[src/rtl/clz_seq_ctrl.sv]
// Multi-cycle count-leading-zeros sequencer: scans a latched operand
// MSB-chunk-first through one CHUNK-bit CLZ tree, stopping at the first set chunk.
module clz_seq_ctrl #(
    parameter int WIDTH = 64,
    parameter int CHUNK = 16
) (
    input  logic                    clk,
    input  logic                    rst,
    input  logic                    in_valid,
    output logic                    in_ready,
    input  logic [0:WIDTH-1]        in_data,
    output logic                    out_valid,
    input  logic                    out_ready,
    output logic [0:$clog2(WIDTH)]  out_count,
    output logic                    out_zero,
    output logic                    busy
);

    localparam int NCHUNK = WIDTH / CHUNK;
    localparam int CNT_W  = $clog2(WIDTH) + 1;
    localparam int LC     = $clog2(CHUNK);
    localparam int IDX_W  = (NCHUNK > 1) ? $clog2(NCHUNK) : 1;

    typedef enum logic [1:0] {IDLE, SCAN, DONE} state_t;

    state_t             state;
    logic [0:WIDTH-1]   op;
    logic [CNT_W-1:0]   acc;
    logic [IDX_W-1:0]   idx;
    logic [0:CNT_W-1]   cnt_q;
    logic               zero_q;

    logic [0:CHUNK-1]   chunk;
    logic [LC-1:0]      clz_val;
    logic               chunk_zero;

    // Operand shifts left each step, so the chunk under test is always on top.
    assign chunk = op[0:CHUNK-1];

    // Merge tree: each node keeps an all-zero flag and the count inside it.
    for (genvar l = 0; l <= LC; l++) begin : g_lvl
        localparam int NN = CHUNK >> l;
        logic [NN-1:0] z;
        logic [LC-1:0] c [NN];
        if (l == 0) begin : g_leaf
            for (genvar n = 0; n < NN; n++) begin : g_n
                assign z[n] = ~chunk[n];
                assign c[n] = '0;
            end
        end else begin : g_merge
            for (genvar n = 0; n < NN; n++) begin : g_n
                assign z[n] = g_lvl[l-1].z[2*n] & g_lvl[l-1].z[2*n+1];
                assign c[n] = g_lvl[l-1].z[2*n]
                            ? g_lvl[l-1].c[2*n+1] + LC'(1 << (l - 1))
                            : g_lvl[l-1].c[2*n];
            end
        end
    end

    assign clz_val    = g_lvl[LC].c[0];
    assign chunk_zero = g_lvl[LC].z[0];

    always_ff @(posedge clk) begin
        if (rst) begin
            state  <= IDLE;
            op     <= '0;
            acc    <= '0;
            idx    <= '0;
            cnt_q  <= '0;
            zero_q <= 1'b0;
        end else begin
            unique case (state)
                IDLE: begin
                    if (in_valid) begin
                        op    <= in_data;
                        acc   <= '0;
                        idx   <= '0;
                        state <= SCAN;
                    end
                end
                SCAN: begin
                    if (!chunk_zero) begin
                        cnt_q  <= acc + CNT_W'(clz_val);
                        zero_q <= 1'b0;
                        state  <= DONE;
                    end else if (idx == IDX_W'(NCHUNK - 1)) begin
                        cnt_q  <= CNT_W'(WIDTH);
                        zero_q <= 1'b1;
                        state  <= DONE;
                    end else begin
                        acc <= acc + CNT_W'(CHUNK);
                        idx <= idx + 1'b1;
                        op  <= op << CHUNK;
                    end
                end
                DONE: begin
                    if (out_ready)
                        state <= IDLE;
                end
                default: state <= IDLE;
            endcase
        end
    end

    assign in_ready  = (state == IDLE);
    assign out_valid = (state == DONE);
    assign busy      = (state != IDLE);
    assign out_count = cnt_q;
    assign out_zero  = zero_q;

endmodule

[config.mk]
export PLATFORM = sky130hd
export DESIGN_NAME = clz_seq_ctrl
export DESIGN_NICKNAME = d
export VERILOG_FILES = /design/src/rtl/clz_seq_ctrl.sv
export SDC_FILE = /design/constraint.sdc
export NUM_CORES = 1
export LEC_CHECK = 0
export ABC_AREA = 1
export CAP_MARGIN = 20
export CELL_PAD_IN_SITES_DETAIL_PLACEMENT = 0
export CELL_PAD_IN_SITES_GLOBAL_PLACEMENT = 2
export CORE_UTILIZATION = 28
export CTS_BUF_LIST = sky130_fd_sc_hd__clkbuf_8
export DETAILED_ROUTE_END_ITERATION = 6
export PLACE_DENSITY = 0.86
export RECOVER_POWER = 25
export SLEW_MARGIN = 5
export SYNTH_ARGS = -nofsm -noshare
export SYNTH_HDL_FRONTEND = slang
export SYNTH_SLANG_ARGS = --single-unit
[constraint.sdc]
create_clock -name clk -period 1.8 [get_ports clk]
set_input_delay 0.36 -clock clk [delete_from_list [all_inputs] [get_ports clk]]
set_output_delay 0.36 -clock clk [all_outputs]
set_load 0.02 [all_outputs]
; Word level (Yosys, flattened, before mapping)
; Cells that the tools add are included.
[totals]
output_inout_bits = 11
word_cells = 98
regBits = 83
[op_classes]
bitwise_logic = 31
n_eq_ne = 9
n_addsub = 10
n_reduce_logical = 6
muxes = 36
[op_table]
columns = cell, n
row1 = $mux W64, 3
row2 = $pmux W64 S2, 1
row3 = $mux W7, 5
row4 = $not A1 Y1, 16
row5 = $and A1 B1 Y1, 15
row6 = $mux W2, 7
row7 = $pmux W7 S2, 1
row8 = $add A1 B2 Y3 const B, 4
row9 = $mux W3, 4
row10 = $mux W4, 3
row11 = $mux W1, 10
row12 = $add A3 B3 Y4 const B, 2
row13 = $add A7 B4 Y7, 1
row14 = $add A7 B5 Y7 const B, 1
row15 = $ne A2 B2 Y1 const B, 3
row16 = $pmux W2 S3, 1
row17 = $add A4 B4 Y4 const B, 1
row18 = $eq A2 B2 Y1 const B, 2
row19 = $ne A2 B1 Y1 const B, 2
row20 = $pmux W2 S2, 1
row21 = $reduce_and A4 Y1, 1
row22 = $reduce_bool A2 Y1, 2
row23 = $ne A3 B3 Y1 const B, 1
row24 = $reduce_and A3 Y1, 1
row25 = other kinds (4), 4

; Longest topological paths before layout
[logic_depth]
ltp_word = 9
mapped_depth = 11
mapped_depth_nobuf = 9

; Least setup slack after synthesis
; No wires, ideal clock.
[synth_timing]
path_type = register -> register
startpoint = reg state[0]
endpoint = reg op[26] in the netlist's numbering
slack_ps = 332
synth_period_minus_slack_ps = 1468
n_path_buf = 2
stages_incl_launch_ff = 9
setup_ps = 113
arrival_ps = 1355
path_cell_list = dfxtp_1 > nor2_2 > nand2_2 > nand2_2 > buf_2 > buf_2 > nand4_1 > nand2_1 > nor2_1
[synth_between]
elab_chain_cells = 3
elab_cells_between_ends = 8
cone_classes = eq/ne: 4 / mux: 1 / reduce/logical: 3
[synth_rtl]
columns = item, line_no
row1 = "start, declared", 26  ; state_t state;
row2 = "start signal, assigned", 65  ; state <= IDLE;
row3 = "start signal, assigned", 78  ; state <= SCAN;
row4 = "start signal, assigned", 85  ; state <= DONE;
row5 = $logic_not A2 Y1 *, -
row6 = named net in_ready, 10  ; output logic in_ready,
row7 = $ne A2 B2 Y1 (no line) / $reduce_bool A2 Y1 (equally long branches), -
row8 = $reduce_and A4 Y1 (no line), -
row9 = "end signal, assigned", 75  ; op <= in_data;
row10 = "end signal, assigned", 93  ; op <= op << CHUNK;
row11 = "end, declared", 27  ; logic [0:WIDTH-1] op;
; The timed path passes the listed nets; every way through them passes the cells marked *.
; A chain may end at the register's enable or synchronous reset.

; Final worst setup path
[layout_timing]
startpoint = reg cnt_q (netlist bit out_count[6])
endpoint = out out_count[6] in the netlist's numbering
[layout_lines]
columns = item, line_no
row1 = "start, declared", 30  ; logic [0:CNT_W-1] cnt_q;
row2 = "start signal, assigned", 83  ; cnt_q <= acc + CNT_W'(clz_val);
row3 = "start signal, assigned", 87  ; cnt_q <= CNT_W'(WIDTH);
row4 = "end, declared", 14  ; output logic [0:$clog2(WIDTH)] out_count,
; No word-level cell between the ends.

==> metrics.cfg <==
[critical_path]
critical-path-max-stage-delay_ns=0.62
crit_family=buffers and inverters
cpMaxStageDelayCell=clkdlybuf4s50_1
critPathMaxFanout=2
crit_buf_inv=1
critPathLaunchType=register
crit_required_ns=1.44
path_cells=clkdlybuf4s50_1
path_class=register to output pin
setup.worst_path.end_class=output pin
arrival_ns=1.34

[power]
ir_worst_vdd_uv=315
total_leakage_power_nw=2.56
powerDensity_nw_per_um2=841
p_int_mw=3.09
power_mw=4.46
seqPwrFrac=0.448
power.switching_mw=1.37
swShare=0.306
clkPwrFrac=0.304
pwr-share-comb=0.248

[route]
drtIter0Drc=197
routed_wl_mm=11.4
drt-wirelength-per-cell_um=12.5
drc=0
ant_nets=0
num_vias=4064
first_pass_iters=4
viasPerCell=4.49

[clock_network]
h-tree-depth=3
cts_tree=done
cts_buffer_depth=2
cts_sinks=79
root_buffer=clkbuf_8
path_clk_slew_ns=0.08
clk_latency_ns=0.36
cts_buffers=9
cts_setup_buffers=0

[grt]
overflow=0
grt_max_degree=51
grt_pass1_vias=4026
antenna_found_initial=0
grt_pass1_wl_mm=19.2
grt_use_total=0.161

[cells_and_area]
drive_above_1_share=0.0634
final_cells=906
final_cell_mix=nand2_1, nor2_1, dfxtp_1, clkdlybuf4s50_1, inv_1
n_antenna_cell=0
area_delta_synth_final_pct=29.2
fill_cells=1576
layout_commonest_cell=nand2_1
layout.nets=792
fin_util=0.376

[timing]
post-route-min-period_ns=1.70
setup_viol=0
hold_slack_ns=0.465
post-route-period-util=0.943
max_freq_ghz=0.589
finalClockSkew_ns=0.00940
slew_viol_final=0
worst_slew_pin_slew_ns=0.353
max_slew_margin=0.765
hold_viol_final=0
setup_tns_ns=0
rsz0062_at_grt=false

[logic_synthesis]
yosysUniqueCellTypes=24
synth.avg_cell_area_um2=6.25
seq_area_frac_synth=0.385
syn-num-nets=727
syn_area_um2=4110
ys_warn_count=0
postSynthCellCount=657
ys_ff_latch=79

[die]
rows=43
pin_count=79
core-area_um2=14100
initial_core_util=0.291
die_y_um=123
die_area_um2=15200
die_w_um=123

[placed_design]
place.gp.congestion=0.785
dp.cells=891
numPortBuffers=78
dpl.hpwl_mm=8.16

[run]
maxCapViolations=0

[outcome]
status=finished clean

[hold_path]
hp-class=register to register

==> what timing repair did <==
item,in CTS,in global routing
endpoints found under the setup margin,3,18
gates resized for setup,3,3
endpoints found under the hold margin,0,0
hold buffers,0,0
==> path summary, 6_finish.rpt <==
path | from | to | slack [ns] | depth (start not counted)
max | out_count[6] | out_count[6] | 0.10 | 1
min | out_count[4] | out_count[4] | 0.47 | 2
max reg2reg | op[5] | op[41] | 0.22 | 9
min reg2reg | out_count[4] | out_count[4] | 0.47 | 2
==> cells by family after synthesis <==
logic type               share of synthesized area
flip-flops                                   0.385
AO/OA/AOI/OAI                               0.0515
adder cells (fa/ha/maj)                    0.00609
buffers and inverters                        0.112
AND/OR/NAND/NOR                              0.446
==> layout make-up <==
cell class,instances,area [um^2],share of cell area
multi-input cells,471,2050,0.387
inverters,63,236,0.0446
clock inverters,4,46.3,0.00873
well taps,180,225,0.0425
flip-flops and latches,79,1580,0.298
repair buffers,98,1010,0.190
clock buffers,11,151,0.0285
==> flip-flops by register name, indices dropped and copies added (netlist names) <==
signal	flops
op	64
out_count	7
acc	3
idx	2
state	2
out_zero	1
==> metal layers <==
layer  share of wire  global-route usage  vias up
met4          0.0091              0.0429        0
met5               0                   0        -
li1                -                   -     2172
met3           0.039              0.0272        8
met2            0.46               0.269       70
met1            0.49               0.214     1814
==> synth_stat cells <==
cell	number	area (um^2)
nand2_1	236	886
nor2_1	109	409
dfxtp_1	79	1580
inv_1	61	229
nand4_1	49	307
a21oi_1	35	175
nand3_1	23	115
buf_2	21	105
clkbuf_1	9	33.8
buf_4	8	60.1
buf_1	6	22.5
nand2_2	4	25.0
o21ai_0	4	20.0
ha_1	2	25.0
nand2_4	2	22.5
a21o_1	1	7.51
clkinv_1	1	3.75
inv_2	1	3.75
nand3b_1	1	7.51
nand4_4	1	21.3
nor2_2	1	6.26
nor2_4	1	11.3
nor2_8	1	20.0
o21ai_2	1	8.76
==> per-stage QoR <==
step           instance area, um^2  setup slack (ns)
2_1_floorplan                 4110             0.332
3_3_place_gp                  5120             0.149
3_5_place_dp                  5120             0.129
4_1_cts                       5310            0.0974
5_1_grt                       5310            0.0683
6_report                      5310             0.103
==> power by group through the flow <==
stage	Combinational, mW	Clock, mW	Sequential (mW)
after floorplan	0.721	0	2.02
after global placement	1.13	0	2.03
after detailed placement	1.13	0	2.04
after CTS	1.13	1.40	2.00
after global routing	1.27	1.47	2.02
final	1.11	1.36	2.00
==> tightest hold or removal path: cells and delay by family, from the launching register on <==
family          cells  cell delay (ns)
compound gates      1             0.05
flops               1             0.32
simple gates        1             0.06
Note: power is estimated with default switching activity, not from simulation.
